File: config.mk
export PLATFORM = sky130hd
export DESIGN_NAME = lane_car_counter
export DESIGN_NICKNAME = d
export VERILOG_FILES = /design/src/rtl/lane_car_counter_pkg.sv /design/src/rtl/sensor_debounce.sv /design/src/rtl/lane_car_counter.sv
export SDC_FILE = /design/constraint.sdc
export NUM_CORES = 1
export LEC_CHECK = 0
export ABC_AREA = 1
export BUFFER_PORTS_ARGS = -buffer_cell sky130_fd_sc_hd__buf_2
export CAP_MARGIN = 40
export CORE_MARGIN = 3
export CORE_UTILIZATION = 50
export CTS_BUF_LIST = sky130_fd_sc_hd__clkbuf_8 sky130_fd_sc_hd__clkbuf_16
export DETAILED_ROUTE_END_ITERATION = 7
export MAX_ROUTING_LAYER = met4
export PLACE_DENSITY = 0.8
export SETUP_SLACK_MARGIN = 0.1
export SKIP_LAST_GASP = 1
export SYNTH_ARGS = -nofsm -noshare
export SYNTH_HDL_FRONTEND = slang
export SYNTH_SLANG_ARGS = --single-unit
File: constraint.sdc
create_clock -name clk -period 1.2 [get_ports clk]
set_clock_uncertainty 0.1 [all_clocks]
set_input_delay 0.3 -clock clk [delete_from_list [all_inputs] [get_ports clk]]
set_output_delay 0.3 -clock clk [all_outputs]
set_load 0.005 [all_outputs]
File: src/rtl/lane_car_counter_pkg.sv
// lane_car_counter_pkg
//   Shared constants for the lane car counter: lane bit positions in the
//   packed lane vectors, count width, debounce FSM state encoding, and the
//   modulo-16 counter increment helper.
package lane_car_counter_pkg;

  localparam int NUM_LANES = 4;
  localparam int LANE_NS   = 3;
  localparam int LANE_SN   = 2;
  localparam int LANE_EW   = 1;
  localparam int LANE_WE   = 0;

  localparam int CNT_W     = 4;

  // Bit 1 of the state is the filtered level: 1 in HIGH and WAIT_LOW.
  localparam logic [1:0] ST_LOW       = 2'd0;
  localparam logic [1:0] ST_WAIT_HIGH = 2'd1;
  localparam logic [1:0] ST_HIGH      = 2'd2;
  localparam logic [1:0] ST_WAIT_LOW  = 2'd3;

  // Wraps 15 -> 0 naturally through the fixed width.
  function automatic logic [CNT_W-1:0] cnt_inc(input logic [CNT_W-1:0] c);
    return c + 1'b1;
  endfunction

endpackage

File: src/rtl/sensor_debounce.sv
// sensor_debounce
//   One lane front end: 2-flop synchronizer, debounce FSM and a rise strobe
//   that marks the cycle the filtered level goes 0 -> 1.
//   Macro LANE_CAR_DEBOUNCE_EN: defined -> FSM filter compiled in;
//   undefined -> filtered level is the synchronized input.
// Ports:
//   clk, reset  clock, async active-high reset
//   sensor      raw asynchronous sensor
//   rise        combinational from registers only: the next edge is the
//               filtered rising edge (registered by the parent)
module sensor_debounce
  import lane_car_counter_pkg::*;
#(
  parameter int DEB_CYCLES = 8
) (
  input  logic clk,
  input  logic reset,
  input  logic sensor,
  output logic rise
);

  logic sync_q1, sync_q2;

  always_ff @(posedge clk or posedge reset) begin
    if (reset) begin
      sync_q1 <= 1'b0;
      sync_q2 <= 1'b0;
    end else begin
      sync_q1 <= sensor;
      sync_q2 <= sync_q1;
    end
  end

`ifdef LANE_CAR_DEBOUNCE_EN
  // The entry sample plus DEB_CYCLES further stable samples qualify a level.
  localparam logic [7:0] STAB_LAST = 8'(DEB_CYCLES - 1);

  logic [1:0] state_q, state_d;
  logic [7:0] stab_q, stab_d;

  always_comb begin
    state_d = state_q;
    stab_d  = stab_q;
    rise    = 1'b0;
    case (state_q)
      ST_LOW:
        if (sync_q2) begin
          state_d = ST_WAIT_HIGH;
          stab_d  = '0;
        end
      ST_WAIT_HIGH:
        if (!sync_q2)                state_d = ST_LOW;
        else if (stab_q == STAB_LAST) begin
          state_d = ST_HIGH;
          rise    = 1'b1;
        end else                     stab_d  = stab_q + 8'd1;
      ST_HIGH:
        if (!sync_q2) begin
          state_d = ST_WAIT_LOW;
          stab_d  = '0;
        end
      ST_WAIT_LOW:
        // Bouncing back to HIGH is not a new vehicle: no rise here.
        if (sync_q2)                 state_d = ST_HIGH;
        else if (stab_q == STAB_LAST) state_d = ST_LOW;
        else                         stab_d  = stab_q + 8'd1;
      default:                       state_d = ST_LOW;
    endcase
  end

  always_ff @(posedge clk or posedge reset) begin
    if (reset) begin
      state_q <= ST_LOW;
      stab_q  <= '0;
    end else begin
      state_q <= state_d;
      stab_q  <= stab_d;
    end
  end
`else
  logic prev_q;

  always_ff @(posedge clk or posedge reset) begin
    if (reset) prev_q <= 1'b0;
    else       prev_q <= sync_q2;
  end

  assign rise = sync_q2 & ~prev_q;
`endif

endmodule

File: src/rtl/lane_car_counter.sv
// lane_car_counter
//   Four independent lane vehicle counters. Each lane runs through a
//   sensor_debounce instance; its filtered rise bumps a 4-bit modulo-16
//   count and pulses the lane's car_evt bit for one cycle.
//   Macro LANE_CAR_DEBOUNCE_EN selects the debounce filter (see
//   sensor_debounce); default build has it disabled.
// Ports:
//   clk, reset                  clock, async active-high reset
//   sensor_ns/sn/ew/we          raw asynchronous lane sensors
//   clr                         synchronous clear of all counts (wins over
//                               a same-cycle increment)
//   count_{ns,sn,ew,we}_4b      registered lane counts
//   car_evt[3:0]                registered strobes {ns,sn,ew,we}
module lane_car_counter
  import lane_car_counter_pkg::*;
#(
  parameter int DEB_CYCLES = 8
) (
  input  logic             clk,
  input  logic             reset,
  input  logic             sensor_ns,
  input  logic             sensor_sn,
  input  logic             sensor_ew,
  input  logic             sensor_we,
  input  logic             clr,
  output logic [CNT_W-1:0] count_ns_4b,
  output logic [CNT_W-1:0] count_sn_4b,
  output logic [CNT_W-1:0] count_ew_4b,
  output logic [CNT_W-1:0] count_we_4b,
  output logic [3:0]       car_evt
);

  logic [NUM_LANES-1:0]            sensor, rise;
  logic [NUM_LANES-1:0][CNT_W-1:0] cnt_q;

  assign sensor[LANE_NS] = sensor_ns;
  assign sensor[LANE_SN] = sensor_sn;
  assign sensor[LANE_EW] = sensor_ew;
  assign sensor[LANE_WE] = sensor_we;

  for (genvar l = 0; l < NUM_LANES; l++) begin : g_lane
    sensor_debounce #(.DEB_CYCLES(DEB_CYCLES)) u_deb (
      .clk    (clk),
      .reset  (reset),
      .sensor (sensor[l]),
      .rise   (rise[l])
    );
  end

  always_ff @(posedge clk or posedge reset) begin
    if (reset) begin
      cnt_q   <= '0;
      car_evt <= '0;
    end else begin
      car_evt <= rise;
      for (int l = 0; l < NUM_LANES; l++) begin
        if (clr)          cnt_q[l] <= '0;
        else if (rise[l]) cnt_q[l] <= cnt_inc(cnt_q[l]);
      end
    end
  end

  assign count_ns_4b = cnt_q[LANE_NS];
  assign count_sn_4b = cnt_q[LANE_SN];
  assign count_ew_4b = cnt_q[LANE_EW];
  assign count_we_4b = cnt_q[LANE_WE];

endmodule

==> results of run 1 <==
registers in the layout, indices dropped and copies added (netlist names):
name,cells
count_sn_4b,4
g_lane.u_deb.sync_q1,4
count_ns_4b,4
count_ew_4b,4
count_we_4b,4
car_evt,4
g_lane.u_deb.sync_q2,4
g_lane.u_deb.prev_q,4
per-stage QoR:
stage / utilization (%) / instance area (µm²) / setup WS, ns / instances
after CTS: 70.26 / 1614 / -0.03243 / 202
after detailed placement: 61.98 / 1424 / 0.1224 / 181
after global routing: 76.31 / 1753 / -0.04464 / 206
final: 76.31 / 1753 / -0.01438 / 206
after global placement: 61.98 / 1424 / 0.1809 / 181
after floorplan: - / 1250 / 0.1092 / 127
area by class of cell:
cell class                      instances  share of cell area, %
Multi-Input combinational cell         80                  27.12
Inverter                               14                  2.998
Sequential cell                        32                  45.68
Clock inverter                          2                 0.4283
Timing Repair Buffer                   44                  17.06
Tap cell                               28                  1.999
Clock buffer                            6                  4.711
repair_timing:
action	in CTS	in global routing
buffers inserted	12	5
hold endpoints to repair	32	0
setup endpoints to repair	20	31
hold buffers	1	0
pin swaps	0	15
resized for setup	0	22
routing by layer:
layer	vias up	part of all wire, %	track usage (%)
li1	479	-	-
met1	484	39	18.59
met2	31	55	31.55
met3	7	4.8	5.104
met4	0	2.0	7.119
met5	-	0	-
logic make-up after synthesis:
family | Yosys count | synth area share, %
and+or+nand+nor | 72 | 25.23
DFF | 32 | 64.06
buffers and inverters | 15 | 5.105
AOI/OAI and AO/OA | 4 | 1.602
adders and majority gates | 4 | 4.004
placed cells by master, fill, tap and decap left out:
cell	count
nand2_1	30
clkbuf_8	6
inv_2	9
buf_4	11
dlygate4sd3_1	1
dfrtp_1	32
nand3_1	1
nand2_2	10
nor2_1	20
buf_6	5
nor2_4	1
nand3_4	3
buf_12	1
ha_1	1
a21oi_2	4
nor2_2	7
buf_2	26
ha_4	2
inv_1	7
ha_2	1
path summary, 6_finish.rpt:
| path | to | slack, ns | cells after the start |
|---|---|---|---|
| max | count_ew_4b[2] | -0.01 | 1 |
| min | g_lane[1].u_deb.sync_q1 | 0.03 | 1 |
| max reg2reg | count_ew_4b[2] | 0.05 | 6 |
| min reg2reg | g_lane[0].u_deb.sync_q2 | 0.25 | 0 |
| max in group asynchronous | car_evt[0] | 0.32 | 4 |
| min in group asynchronous | count_sn_4b[3] | 0.50 | 4 |
power by group through the flow:
stage / clock network [W] / registers, W / logic (W)
2_1_floorplan: 0 / 0.00117 / 0.0000760
3_3_place_gp: 0 / 0.00117 / 0.000130
3_5_place_dp: 0 / 0.00117 / 0.000137
4_1_cts: 0.000820 / 0.00114 / 0.000167
5_1_grt: 0.000883 / 0.00115 / 0.000217
6_report: 0.000806 / 0.00115 / 0.000195
==> impl_metrics.ini, run 1 <==
[status]
status = finished, violations left
violations = negative setup slack

[routing]
drt_iter0_drc = 14
post_drt_wl_per_cell_um = 12.87
drt_wl_total_mm = 2.651
vias = 1001
first_pass_iters = 4
ant_nets = 0
vias_per_cell = 4.859
drc = 0

[sta]
finalWorstSetupSlack_ns = -0.01438
whs_ns = 0.03046
max-slew-margin-rel_pct = 85.26
setup_viol = 4
tightestPinTransition_ns = 0.2207
finalCritPeriodShare_pct = 101.2
final_hold_viol_count = 0
rsz0062_at_grt = true
period_needed_ns = 1.214
fin_setup_tns_ns = -0.03408
clock.fmax_mhz = 823.5
slew_violations = 0

[yosys]
synth-seq-cells = 32
syn_avg_cell_area_um2 = 9.842
syn_nets = 138
ys_seq_area_share_pct = 64.06
synthCells = 127
synthArstFlopShare_pct = 100.0
synth_largest_area_cell = dfrtp_1
ys_types = 11
synth_top_area_share_pct = 64.06
ys.flop_type = dfrtp_1
synth_edf_count = 0
synthTopCellsByCount = 32 x dfrtp_1, 32 x nand2_1, 20 x nor2_1, 9 x inv_2
yosysWarnings = 0
yosys-top-cells-area = dfrtp_1 64%, nand2_1 9.6%, nor2_1 6.0%, ha_1 4.0%, nand2_2 4.0%
synthesis.area_um2 = 1250

[setup_path]
path_cells = buf_2
critPathMaxStageDelay_ns = 0.41
path_class = reg2out
cp_slowest_cell = dfrtp_1
cp.required_ns = 0.80
arrival_ns = 0.81
crit_path_end_kind = output port
critPathTopFamily = flip-flops
critPathBufInv = 1
critPathLaunch = count_ew_4b[2]
r2r_start = count_ew_4b[1]
start_kind = register
cp_max_fo = 3

[cells_and_area]
final_nets = 188
multi_input_area_um2 = 475.5
fill_cells = 156
antennaDiodeCount = 0
layout-drive-gt1-share_pct = 48.31
regArea_um2 = 800.8
area_growth_pct = 40.24

[pwr]
pwr-share-comb_pct = 9.1
finalPower_w = 0.002148
clkPwrFrac_pct = 37.5
seq_power_share_pct = 53.4
power.density_nw_per_um2 = 1225
swShare_pct = 22.91
p_int_w = 0.001656
p_sw_w = 0.0004920
ir_drop_mv = 1.088
p_leak_nw = 0.9186

[floorplanning]
die_w_um = 56
die_area_um2 = 3136
rows = 17
core_um2 = 2297
die_h_um = 56
io_pins = 27
start_util_pct = 54.41

[cts]
insertion_delay_ns = 0.27
cts_root_buffer = clkbuf_8
clock-sinks = 32
cts_buffers = 5
htree_levels = 2
cts_tree = yes
cts_max_path_buffers = 2
path_clk_slew_ns = 0.06

[global_route]
grt_usage_pct = 17.87
grt_pass1_wl_mm = 4.209
antenna_found_initial = 0
grt_max_degree = 33
grt_pass1_vias = 1020
gr-total-overflow = 0

[hold_path]
min_path_type = in2reg
hold_start = sensor_ew

[placement]
gp_congestion = 0.7852
dp_hpwl_mm = 1.596
port_buffers = 26

[run]
cap_violations = 0
(Power assumes the default switching activity.)
==> inputs of run 2 (changes only) <==
--- a/config.mk
+++ b/config.mk
@@ -8,12 +8,14 @@
 export ABC_AREA = 1
 export BUFFER_PORTS_ARGS = -buffer_cell sky130_fd_sc_hd__buf_2
 export CAP_MARGIN = 40
+export CORE_ASPECT_RATIO = 0.6
 export CORE_MARGIN = 3
 export CORE_UTILIZATION = 50
 export CTS_BUF_LIST = sky130_fd_sc_hd__clkbuf_8 sky130_fd_sc_hd__clkbuf_16
 export DETAILED_ROUTE_END_ITERATION = 7
 export MAX_ROUTING_LAYER = met4
 export PLACE_DENSITY = 0.8
+export REMOVE_ABC_BUFFERS = 1
 export SETUP_SLACK_MARGIN = 0.1
 export SKIP_LAST_GASP = 1
 export SYNTH_ARGS = -nofsm -noshare
==> run 2 against run 1 <==
Net effect:
- the run still ends with negative setup slack left
- core utilization up 1.2 points
- first-iteration DRC count grew to 4.9 times the previous value
- design area about the same
- combinational power barely moved
- total power rose by 2.4%
- sequential power is essentially flat
- clock power up 6.6%
- sequential cell count did not move
- clock-buffer cell count grew 1
- non-clock buffer count grew 1
==> impl_metrics.ini, run 2 (synthesized netlist as in run 1, its figures left out) <==
[setup_path]
arrival_ns = 0.81
path_cells = buf_2
r2r_slack_ns = 0
start_kind = register
cp.required_ns = 0.80
cp_slowest_cell = dfrtp_1
path_class = reg2out
reg2reg_depth = 4
cp_max_fo = 2
crit_path_end_kind = output port
critPathBufInv = 1
critPathTopFamily = flip-flops
r2r_end = count_ns_4b[1]
critPathMaxStageDelay_ns = 0.39
r2r_start = count_ns_4b[1]

[sta]
tightestPinTransition_ns = 0.2215
slew_violations = 0
clock.fmax_mhz = 825.5
period_needed_ns = 1.211
setup_viol = 4
rsz0062_at_grt = true
finalCritPeriodShare_pct = 101.0
finalWorstSetupSlack_ns = -0.01145
fin_setup_tns_ns = -0.02522
final_hold_viol_count = 0
max-slew-margin-rel_pct = 85.21

[cells_and_area]
layout_common_cells = 32 x dfrtp_1, 29 x nand2_1, 26 x buf_2, 20 x nor2_1, 14 x buf_4
antennaDiodeCount = 0
final_util_pct = 77.48
fill_cells = 136
final_common_cell = dfrtp_1
layout-drive-gt1-share_pct = 50.00
area_growth_pct = 40.14
final_nets = 189

[routing]
drt_wl_total_mm = 2.623
ant_nets = 0
post_drt_wl_per_cell_um = 12.61
vias = 1013
drt_iter0_drc = 69
drc = 0
vias_per_cell = 4.870
first_pass_iters = 4

[run]
cap_violations = 0

[floorplanning]
die_area_um2 = 3156
rows = 13
die_h_um = 44.73
core_um2 = 2261
start_util_pct = 55.29
die_w_um = 70.55
io_pins = 27

[hold_path]
hold_start = sensor_we
min_path_type = in2reg
min_to = g_lane[0].u_deb.sync_q1
min_path_cells = 1

[placement]
gp_congestion = 0.8026
dp_hpwl_mm = 1.569
port_buffers = 26
place_ws_ns = 0.1405

[cts]
cts_buffers = 5
path_clk_slew_ns = 0.06
cts_max_path_buffers = 2
insertion_delay_ns = 0.28
htree_levels = 2
clock-sinks = 32
cts_root_buffer = clkbuf_8
cts_tree = yes

[global_route]
gr-total-overflow = 0
antenna_found_initial = 0
grt_max_degree = 33
grt_pass1_vias = 910
grt_usage_pct = 17.63
grt_pass1_wl_mm = 3.912

[status]
violations = negative setup slack
status = finished, violations left

[pwr]
power.density_nw_per_um2 = 1256
p_leak_nw = 0.9181
finalPower_w = 0.002200
ir_drop_mv = 0.8528
[run 2: area by class of cell]
cell class / count / area (µm²) / area share (%)
clock buffers: 7 / 96.34 / 5.500
flip-flops and latches: 32 / 800.8 / 45.71
inverters: 14 / 52.55 / 3.000
multi-input cells: 80 / 465.4 / 26.57
repair buffers: 45 / 299.0 / 17.07
well taps: 30 / 37.54 / 2.143
[run 2: repair_timing]
item,4_1_cts,5_1_grt
pin swaps,0,11
hold buffers,1,0
resized for setup,0,20
hold endpoints to repair,32,0
setup endpoints to repair,20,33
buffers inserted,14,3
[run 2: how the worst max path moves through the flow]
stage	endpoint	slack, ns	cells past startpoint	startpoint
after floorplan	car_evt[0]	0.11	1	reset
after global placement	count_ns_4b[1]	0.17	3	count_ns_4b[0]
after detailed placement	count_sn_4b[2]	0.14	5	count_sn_4b[0]
after CTS	count_we_4b[3]	-0.008	1	count_we_4b[3]
after global routing	count_ns_4b[1]	-0.06	4	count_ns_4b[1]
final	count_ns_4b[0]	-0.01	1	count_ns_4b[0]
[run 2: per-layer routing]
layer / up-vias / GRT usage (%) / wire length (µm)
li1: 486 / - / -
met3: 7 / 6.667 / 203
met5: - / - / 0
met2: 39 / 27.32 / 1233
met4: 0 / 11.99 / 60
met1: 481 / 19.47 / 1125
[run 2: per-stage QoR]
| step | hold slack (ns) | std cells | area [µm²] |
|---|---|---|---|
| detailed placement | 0.2396 | 183 | 1426 |
| floorplan | 0.2312 | 126 | 1239 |
| CTS | 0.01428 | 205 | 1638 |
| global placement | 0.2324 | 183 | 1426 |
| global route | 0.01170 | 208 | 1752 |
| finish | 0.02552 | 208 | 1752 |
[run 2: power breakdown]
group / switching (W) / internal (W) / leakage [nW]
logic: 0.000110 / 0.0000837 / 0.457
registers: 0.0000255 / 0.00112 / 0.411
clock network: 0.000350 / 0.000509 / 0.0503
==> inputs of run 3 (changes only) <==
--- a/config.mk
+++ b/config.mk
@@ -16,7 +16,7 @@
 export MAX_ROUTING_LAYER = met4
 export PLACE_DENSITY = 0.8
 export REMOVE_ABC_BUFFERS = 1
-export SETUP_SLACK_MARGIN = 0.1
+export SETUP_SLACK_MARGIN = 0.2
 export SKIP_LAST_GASP = 1
 export SYNTH_ARGS = -nofsm -noshare
 export SYNTH_HDL_FRONTEND = slang
==> run 3 against run 2 <==
Net effect:
- the flow still finishes with violations (negative setup slack)
- hold slack worse by 0.00066 ns
- total power rose by 0.46%
- sequential share of layout area up 0.065 points
- critical endpoint is now count_ns_4b[3]
- largest power group unchanged
- highest routed layer unchanged
==> impl_metrics.ini, run 3 (synthesized netlist as in run 1, its figures left out) <==
[sta]
whs_ns = 0.02486
final_hold_viol_count = 0
rsz0062_at_grt = true
period_needed_ns = 1.211
max-slew-margin-rel_pct = 84.76
tightestPinTransition_ns = 0.2282
finalWorstSetupSlack_ns = -0.01065
slew_violations = 0
fin_setup_tns_ns = -0.01264
setup_viol = 3
clock.fmax_mhz = 826.0
finalCritPeriodShare_pct = 100.9

[placement]
gp_congestion = 0.8026
port_buffers = 26
dp_hpwl_mm = 1.569
dp.cells = 183

[cells_and_area]
area_growth_pct = 39.94
final_cell_count_no_fill = 209
antennaDiodeCount = 0
final_nets = 190
layout_common_cells = 32 x dfrtp_1, 30 x nand2_1, 26 x buf_2, 18 x nor2_1, 17 x buf_4
final_common_cell = dfrtp_1
layout-drive-gt1-share_pct = 50.84

[cts]
insertion_delay_ns = 0.28
path_clk_slew_ns = 0.06
clock-sinks = 32
htree_levels = 2
cts_max_path_buffers = 2
cts_root_buffer = clkbuf_8
cts_tree = yes
cts_buffers = 5

[hold_path]
hold_start = sensor_ew
min_path_type = in2reg
min_path_cells = 1

[setup_path]
critPathLaunch = count_ns_4b[3]
path_class = reg2out
arrival_ns = 0.81
start_kind = register
worst-path-stages = 1
crit_path_end_kind = output port
path_cells = buf_2
reg2reg_depth = 4
critPathBufInv = 1
cp.required_ns = 0.80
critPathMaxStageDelay_ns = 0.39
cp_slowest_cell = dfrtp_1
r2r_start = count_we_4b[0]
critPathTopFamily = flip-flops
cp_max_fo = 2

[global_route]
grt_max_degree = 33
grt_usage_pct = 18.24
gr-total-overflow = 0
grt_pass1_vias = 917
grt_pass1_wl_mm = 4.071
antenna_found_initial = 0

[floorplanning]
core_um2 = 2261
die_w_um = 70.55
die_h_um = 44.73
rows = 13
io_pins = 27
die_area_um2 = 3156
start_util_pct = 55.29

[status]
status = finished, violations left
violations = negative setup slack

[routing]
vias_per_cell = 4.833
drt_wl_total_mm = 2.848
vias = 1010
drt_iter0_drc = 47
post_drt_wl_per_cell_um = 13.63
first_pass_iters = 4
drc = 0
ant_nets = 0

[pwr]
ir_drop_mv = 0.9072
power.density_nw_per_um2 = 1263
p_leak_nw = 0.9205

[run]
cap_violations = 0
-- run 3: changes by cell type in the layout (fill, tap and decap cells not counted) --
| cell | delta |
|---|---|
| nand2_2 | -1 |
| nor2_1 | -2 |
| buf_6 | -2 |
| nor2_2 | +3 |
| nand2_1 | +1 |
| nor2_4 | -1 |
| buf_4 | +3 |
-- run 3: layer usage --
| metal | part of all wire (%) | GRT usage, % | vias up | routed length (µm) |
|---|---|---|---|---|
| met5 | 0 | - | - | 0 |
| met4 | 1.6 | 11.24 | 0 | 46 |
| met3 | 6.8 | 6.444 | 6 | 194 |
| met2 | 50 | 28.62 | 28 | 1425 |
| met1 | 42 | 20.59 | 488 | 1182 |
| li1 | - | - | 488 | - |
-- run 3: worst paths after layout --
check                                          endpoint  slack (ns)
worst min register to register  g_lane[2].u_deb.sync_q2        0.26
worst max-delay path                     count_ns_4b[3]       -0.01
worst max register to register           count_we_4b[1]        0.02
max in group asynchronous                count_we_4b[2]        0.32
worst min-delay path            g_lane[1].u_deb.sync_q1        0.02
min in group asynchronous                count_we_4b[3]        0.51
-- run 3: timing repair --
action / 4_1_cts / 5_1_grt
gates cloned: 0 / 0
gates resized for setup: 7 / 12
hold endpoints to repair: 32 / 0
hold buffers: 1 / 0
pin swaps: 1 / 8
setup buffers: 14 / 4
endpoints found under the setup margin: 30 / 36
-- run 3: final cells by class --
type / count / area [µm²]
Sequential cell: 32 / 800.8
Fill cell: 142 / 511.7
Multi-Input combinational cell: 80 / 462.9
Timing Repair Buffer: 46 / 299.0
Clock buffer: 7 / 96.34
Inverter: 14 / 52.55
Tap cell: 30 / 37.54
-- run 3: power by group --
group,internal (W),switching [W],leakage (nW),total (W)
logic,0.0000824,0.000116,0.459,0.000198
registers,0.00112,0.0000249,0.411,0.00115
clock network,0.000510,0.000356,0.0503,0.000865
total,0.00171,0.000497,0.921,0.00221
-- run 3: per-stage QoR --
| stage | power, W | cell area [µm²] | worst slack, ns | utilization, % |
|---|---|---|---|---|
| 2_1_floorplan | 0.001239 | 1239 | 0.1092 | - |
| 4_1_cts | 0.002205 | 1662 | -0.008272 | 73.49 |
| 5_1_grt | 0.002315 | 1749 | -0.04492 | 77.37 |
| 6_report | 0.002210 | 1749 | -0.01065 | 77.37 |
| 3_3_place_gp | 0.001296 | 1426 | 0.1717 | 63.09 |
| 3_5_place_dp | 0.001305 | 1426 | 0.1405 | 63.09 |
